### config.mk
export PLATFORM = sky130hd
export DESIGN_NAME = sel_skid_stage
export DESIGN_NICKNAME = d
export VERILOG_FILES = /design/src/rtl/sel_skid_stage.sv
export SDC_FILE = /design/constraint.sdc
export NUM_CORES = 1
export LEC_CHECK = 0
export BUFFER_PORTS_ARGS = -buffer_cell sky130_fd_sc_hd__buf_4
export CAP_MARGIN = 20
export CORE_MARGIN = 1.5
export CORE_UTILIZATION = 40
export DETAILED_ROUTE_END_ITERATION = 16
export PLACE_DENSITY_LB_ADDON = 0.05
export SLEW_MARGIN = 20
export SYNTH_ARGS = -nofsm -noshare
export SYNTH_HDL_FRONTEND = slang
export SYNTH_SLANG_ARGS = --single-unit
### constraint.sdc
create_clock -name clk -period 2.3 [get_ports clk]
set_clock_uncertainty 0.05 [all_clocks]
set_input_delay 0.46 -clock clk [delete_from_list [all_inputs] [get_ports clk]]
set_output_delay 0.46 -clock clk [all_outputs]
set_load 0.02 [all_outputs]
### src/rtl/sel_skid_stage.sv
// sel_skid_stage: two-entry skid buffer carrying an operand bus and a mux
// select to a downstream DATA_W-to-1 mux. Both handshake sides are fully
// registered: in_ready and out_valid come straight from flops, so there is
// no combinational path from out_ready to in_ready or from inputs to outputs.
//
// Ports
//   clk, rst_n         clock, asynchronous active-low reset
//   in_valid/in_ready  upstream handshake
//   in_data, in_sel    operand bits (bit k -> mux input k) and select
//   flush              synchronous discard of every held beat
//   out_valid/out_ready downstream handshake
//   out_data, out_sel  registered operand bits and select from main entry
//   stall_cnt          saturating back-pressure counter (only when the
//                      SKID_STALL_CNT_EN macro is defined)
//
// Optional feature macro: SKID_STALL_CNT_EN
module sel_skid_stage #(
    parameter int unsigned SEL_W  = 3,
    parameter int unsigned DATA_W = 8   // must equal 2**SEL_W
) (
    input  logic              clk,
    input  logic              rst_n,
    input  logic              in_valid,
    output logic              in_ready,
    input  logic [DATA_W-1:0] in_data,
    input  logic [SEL_W-1:0]  in_sel,
    input  logic              flush,
    output logic              out_valid,
    input  logic              out_ready,
    output logic [DATA_W-1:0] out_data,
    output logic [SEL_W-1:0]  out_sel
`ifdef SKID_STALL_CNT_EN
    ,
    output logic [7:0]        stall_cnt
`endif
);

    typedef enum logic [1:0] {
        ST_EMPTY = 2'd0,
        ST_ONE   = 2'd1,
        ST_FULL  = 2'd2
    } state_e;

    state_e state_q, state_d;

    logic [DATA_W-1:0] main_data_q, main_data_d;
    logic [SEL_W-1:0]  main_sel_q,  main_sel_d;
    logic [DATA_W-1:0] skid_data_q, skid_data_d;
    logic [SEL_W-1:0]  skid_sel_q,  skid_sel_d;
    logic              in_ready_q,  in_ready_d;
    logic              out_valid_q, out_valid_d;

    // Datapath load strobes produced by the next-state logic.
    logic ld_main_in;
    logic ld_main_skid;
    logic ld_skid_in;

    logic accept;
    logic consume;

    assign accept  = in_valid  && in_ready_q;
    assign consume = out_valid_q && out_ready;

    // State register.
    always_ff @(posedge clk or negedge rst_n) begin
        if (!rst_n) begin
            state_q <= ST_EMPTY;
        end else begin
            state_q <= state_d;
        end
    end

    // Next-state and load selection; flush overrides every handshake.
    always_comb begin
        state_d      = state_q;
        ld_main_in   = 1'b0;
        ld_main_skid = 1'b0;
        ld_skid_in   = 1'b0;
        if (flush) begin
            state_d = ST_EMPTY;
        end else begin
            unique case (state_q)
                ST_EMPTY: begin
                    if (accept) begin
                        ld_main_in = 1'b1;
                        state_d    = ST_ONE;
                    end
                end
                ST_ONE: begin
                    if (accept && consume) begin
                        ld_main_in = 1'b1;
                    end else if (accept) begin
                        ld_skid_in = 1'b1;
                        state_d    = ST_FULL;
                    end else if (consume) begin
                        state_d = ST_EMPTY;
                    end
                end
                ST_FULL: begin
                    // in_ready is low here, so only the drain side moves.
                    if (consume) begin
                        ld_main_skid = 1'b1;
                        state_d      = ST_ONE;
                    end
                end
                default: begin
                    state_d = ST_EMPTY;
                end
            endcase
        end
    end

    // Output/datapath next values; main holds its value when not loaded so
    // outputs keep the last beat while idle.
    always_comb begin
        main_data_d = main_data_q;
        main_sel_d  = main_sel_q;
        skid_data_d = skid_data_q;
        skid_sel_d  = skid_sel_q;
        in_ready_d  = (state_d != ST_FULL);
        out_valid_d = (state_d != ST_EMPTY);
        if (ld_main_in) begin
            main_data_d = in_data;
            main_sel_d  = in_sel;
        end else if (ld_main_skid) begin
            main_data_d = skid_data_q;
            main_sel_d  = skid_sel_q;
        end
        if (ld_skid_in) begin
            skid_data_d = in_data;
            skid_sel_d  = in_sel;
        end
    end

    // Output and datapath registers.
    always_ff @(posedge clk or negedge rst_n) begin
        if (!rst_n) begin
            main_data_q <= '0;
            main_sel_q  <= '0;
            skid_data_q <= '0;
            skid_sel_q  <= '0;
            in_ready_q  <= 1'b0;
            out_valid_q <= 1'b0;
        end else begin
            main_data_q <= main_data_d;
            main_sel_q  <= main_sel_d;
            skid_data_q <= skid_data_d;
            skid_sel_q  <= skid_sel_d;
            in_ready_q  <= in_ready_d;
            out_valid_q <= out_valid_d;
        end
    end

    assign in_ready  = in_ready_q;
    assign out_valid = out_valid_q;
    assign out_data  = main_data_q;
    assign out_sel   = main_sel_q;

`ifdef SKID_STALL_CNT_EN
    localparam int unsigned CNT_W = 8;
    localparam logic [CNT_W-1:0] CNT_MAX = CNT_W'(255);

    logic [CNT_W-1:0] stall_cnt_q, stall_cnt_d;

    // Counts cycles where a valid beat is back-pressured; saturates.
    always_comb begin
        stall_cnt_d = stall_cnt_q;
        if (flush) begin
            stall_cnt_d = '0;
        end else if (out_valid_q && !out_ready && (stall_cnt_q != CNT_MAX)) begin
            stall_cnt_d = stall_cnt_q + CNT_W'(1);
        end
    end

    always_ff @(posedge clk or negedge rst_n) begin
        if (!rst_n) begin
            stall_cnt_q <= '0;
        end else begin
            stall_cnt_q <= stall_cnt_d;
        end
    end

    assign stall_cnt = stall_cnt_q;
`endif

endmodule

# After elaboration in Yosys (flattened, before gate mapping)
# Index checks and enable logic that the tools add are counted.
[op_classes]
eq_ne = 3
n_reduce_logical = 6
mux = 21
[op_table]
columns = ["operator", "count"]
rows = [
  ["2-to-1 mux 8 bit", 2],
  ["2-to-1 mux 2 bit", 6],
  ["2-to-1 mux 1 bit", 9],
  ["2-to-1 mux 3 bit", 2],
  ["one-hot mux 2 bit (3 select lines)", 1],
  ["nonzero test 2 bit", 2],
  ["logical AND 1 bit", 3],
  ["== test 2 x 1 -> 1 bit, second input constant", 1],
  ["== test 2 bit, second input constant", 1],
  ["logical NOT 2 bit", 1],
  ["inequality test 2 bit, second input constant", 1],
  ["one-hot mux 1 bit (2 select lines)", 1],
]
[word_totals]
regBits = 26
output_inout_bits = 13
elab_cells = 37
inputBits = 16

# Depth between registers and ports, before layout
[depth]
ltp_word = 7
ltp_mapped = 4
mapped_depth_nobuf = 3

# Worst setup path after synthesis
# No wires, ideal clock.
[synth_path]
kind = "register to register"
start = "register out_valid_q (netlist: out_valid)"
end = "register skid_data_q[0]"
synth_period_minus_slack_ns = 1.831
arrival_time_ns = 1.656
slack_ns = 0.469
path_stages_with_launch = 5
cell_sequence = "dfrtp_1 a21boi_4 or4b_4 buf_6 mux2_4"
[synth_between]
elab_chain_len = 5
[synth_rtl]
columns = ["item", "line_no", "source"]
rows = [
  ["from (decl)", "51", "logic out_valid_q, out_valid_d;"],
  ["from (signal assigned)", "150", "out_valid_q <= out_valid_d;"],
  ["logical AND 1 bit", "62", "assign consume = out_valid_q && out_ready;"],
  ["logical AND 1 bit", "90", "if (accept && consume) begin"],
  ["2-to-1 mux 1 bit", "90", ""],
  ["2-to-1 mux 1 bit", "82", "unique case (state_q)"],
  ["2-to-1 mux 1 bit", "79", "if (flush) begin"],
  ["to (signal assigned)", "147", "skid_data_q <= skid_data_d;"],
  ["to (decl)", "48", "logic [DATA_W-1:0] skid_data_q, skid_data_d;"],
]
# Every way passes these cells.
# A chain may end at the register's enable or synchronous reset.

# Worst setup path in the final report
[layout_path]
start = "register out_valid_q (netlist: out_valid)"
end = "register skid_data_q[1]"
# The elaborated chain is that of the path after synthesis.

==> metrics.md <==
| Metric | Value |
|---|---|
| Hold-fix buffer count after cts | 1 |
| Critical path's largest stage delay | 610 ps |
| FMAX | 575.1 MHz |
| Average footprint of a synthesized cell | 11.87 sq um |
| Share of the synthesized area in the top cell type | 52.21% |
| Total power divided by cell area | 963.7 nW/um^2 |
| Effective utilization at floorplan | 41.50% |
| Most common library cell in the layout ignoring fill and taps | sky130_fd_sc_hd__buf_4 |
| Vias | 955 |
| CP Cell Sequence | a21boi_4, or4b_4, mux2_4 |
| Fillers | 284 |
| Unrepaired setup endpoints after global routing | no |
| CTS-repair resized insts | 0 |
| Post-detailed-routing wire length | 2.708 mm |
| Dominant delay contributor by cell family on the critical path | simple AND/OR/NAND/NOR gates |
| LEAKAGE | 0.6697 nW |
| Post-route cell area | 1529 sq um |
| Minimum clock period after layout | 1739 ps |
| Critical path buffer and inverter count | 0 |
| Number of global-route vias before repair | 943 |
| Post-synthesis instance total | 105 |
| Port buffer count | 28 |
| Global routing usage on met2 | 25.71% |
| DPL Wire Length | 1.646 mm |
| Number of iterations in the first detailed-routing pass | 4 |
| Number of clock buffers inserted by TritonCTS | 3 |
| Leading cell types in the layout, fill and taps excluded | 31 x sky130_fd_sc_hd__buf_4, 26 x sky130_fd_sc_hd__dfrtp_1 |
| Post-Syn Nets | 121 |
| Cell at the root of the clock tree | sky130_fd_sc_hd__clkbuf_4 |
| Pin count of the biggest net entering global routing | 27 |
| Kind of critical path | reg -> reg |
| Placeable core area | 3003 sq um |
| Status | finished, final reports clean |
| Layout net count | 150 |
| PnR worst setup slack | 561.3 ps |
| Worst endpoint data arrival time | 1920 ps |
| Area growth syn-to-layout | 22.69% |
| Placed Instance Area | 1483 sq um |
| Worst-Margin Slew | 520.3 ps |
| Fraction of layout cells with a size suffix above 1 | 36.84% |
| Fraction of the yosys area taken by sequential cells | 52.21% |
| Width of the die | 58.82 um |
| Portion of the clock cycle consumed by the worst path in the final layout | 75.60% |
| Kind of end point of the critical path | register |
| Largest area contributor in the synthesized netlist | sky130_fd_sc_hd__dfrtp_1 |
| Clock transition time at the flip-flop clock pins of the worst setup and hold paths | 150 ps |
| Setup Total Neg Slack | 0 ps |
| Initial antenna violation count | 0 |
| Number of warnings issued by yosys | 0 |
| Maximum level of the CTS H-tree | 1 |
| Boundary Pins | 29 |
| Post-synthesis instance area | 1246 sq um |
| Antenna Violating Nets Remaining | 0 |
| Die extent in y | 58.82 um |
| Sinks on Clock Net | 26 |
| Number of storage elements in the synthesis netlist | 26 |
| DRC violation total after the first TritonRoute iteration | 38 |
| Total power | 1.473 mW |
| Most used routing layer in global routing | met1 |
| Clk_lat worst skew | 320 ps |
| Library cells used by synthesis | 23 |
| Area of the die | 3459 sq um |
| Pre-CTS setup slack | 460.9 ps |
| Bufs on Longest Clock Path | 2 |
| Hold violation total from the final report | 0 |
| Largest fanout of any net on the critical path | 11 |
| Highest-delay cell along the critical path | sky130_fd_sc_hd__or4b_4 |
| # DRC | 0 |
| Path type of the worst min-delay path | in -> reg |
| First-pass GRT wire length | 4.560 mm |
| Final setup fails | 0 |
| Remaining global-route overflow | 0 |
| Met1 layer usage reported by global route | 25.87% |
| Worst-case hold slack | 275.7 ps |
| Slew Limit Fails | 0 |
| Max-cap violations | 0 |
| Avg Vias per Cell | 5.753 |
| Critical path data required time | 2480 ps |
| Worst IR Drop VDD | 0.0003442 V |
| Global-route usage over all layers | 17.73% |
| Number of placement rows | 20 |
| Crit path launch type | register |
| Slew margin rel. | 65.13% |
| Buffers inserted during post-CTS setup optimization | 0 |
| Synth top area cells | sky130_fd_sc_hd__dfrtp_1 52%, sky130_fd_sc_hd__mux2_4 12%, sky130_fd_sc_hd__nand3b_1 6.6% |
| TritonCTS clock tree | done |
| ANT cells | 0 |
| Placer's final routability congestion estimate | 0.7589 |
| WL/cell | 16.31 um |
| Met3 Track Usage GR | 3.077% |
## sequential cells by signal, indices dropped and copies added, names as in the netlist
register and cells:
state_q 2, skid_data_q 8, in_ready 1, out_data 8
skid_sel_q 3, out_sel 3, out_valid 1
## routing by layer
| metal | wire length (um) | part of all wire [%] | vias to the layer above |
|---|---|---|---|
| li1 | - | - | 448 |
| met1 | 1368 | 51 | 483 |
| met2 | 1212 | 45 | 22 |
| met3 | 108 | 4.0 | 2 |
| met4 | 19 | 0.70 | 0 |
| met5 | 0 | 0 | - |
## power breakdown
group	leakage, nW	switching [mW]	internal (mW)
registers	0.301	0.0900	0.619
clock network	0.0210	0.143	0.0968
logic	0.348	0.234	0.290
## path summary, 6_finish.rpt
check	start	end	slack, ps	cells after the start
max in group asynchronous	rst_n	skid_data_q[1]	1440	2
worst max-delay path	out_valid	skid_data_q[1]	560	3
worst min register to register	skid_sel_q[0]	skid_sel_q[0]	480	1
worst max register to register	out_valid	skid_data_q[1]	560	3
worst min-delay path	flush	out_valid	280	2
min in group asynchronous	rst_n	out_data[2]	510	2
## cells by family (layout without fill, tap and decap cells)
| group | Yosys count | count (layout) | share of synthesized area (%) |
|---|---|---|---|
| buffers and inverters | 8 | 36 | 3.012 |
| and+or+nand+nor | 33 | 33 | 17.57 |
| DFF | 26 | 26 | 52.21 |
| muxes | 12 | 12 | 13.75 |
| xor gates and xnor gates | 1 | 1 | 0.7029 |
| AOI/OAI and AO/OA | 25 | 25 | 12.75 |
## per-stage QoR
step                      instances  utilization (%)
after detailed placement        161            49.38
after global routing            166            50.92
after CTS                       166            50.92
after floorplan                 105                -
final                           166            50.92
after global placement          161            49.38
## area by class of cell
class	instances	area, sq um	area share (%)
flip-flops and latches	26	650.6	42.55
multi-input cells	71	558.0	36.50
repair buffers	32	242.7	15.88
well taps	33	41.29	2.700
clock buffers	4	36.28	2.373
## cell usage after synthesis
library cell,number
sky130_fd_sc_hd__or4b_4,1
sky130_fd_sc_hd__nand4b_1,1
sky130_fd_sc_hd__clkbuf_1,7
sky130_fd_sc_hd__a31oi_1,11
sky130_fd_sc_hd__o21ai_0,11
sky130_fd_sc_hd__nand2b_1,1
sky130_fd_sc_hd__a21boi_4,1
sky130_fd_sc_hd__nand3b_1,11
sky130_fd_sc_hd__o32ai_1,1
sky130_fd_sc_hd__dfrtp_1,26
sky130_fd_sc_hd__nor3b_1,1
sky130_fd_sc_hd__a211oi_1,1
sky130_fd_sc_hd__or2_2,1
sky130_fd_sc_hd__nand2_1,3
sky130_fd_sc_hd__nor3_1,11
sky130_fd_sc_hd__and2_1,1
sky130_fd_sc_hd__mux2_4,10
sky130_fd_sc_hd__buf_6,1
sky130_fd_sc_hd__mux2i_1,1
sky130_fd_sc_hd__mux2_2,1
sky130_fd_sc_hd__and4b_1,1
sky130_fd_sc_hd__nand4bb_1,1
sky130_fd_sc_hd__xor2_1,1
Power figures use the tool's default switching activity.
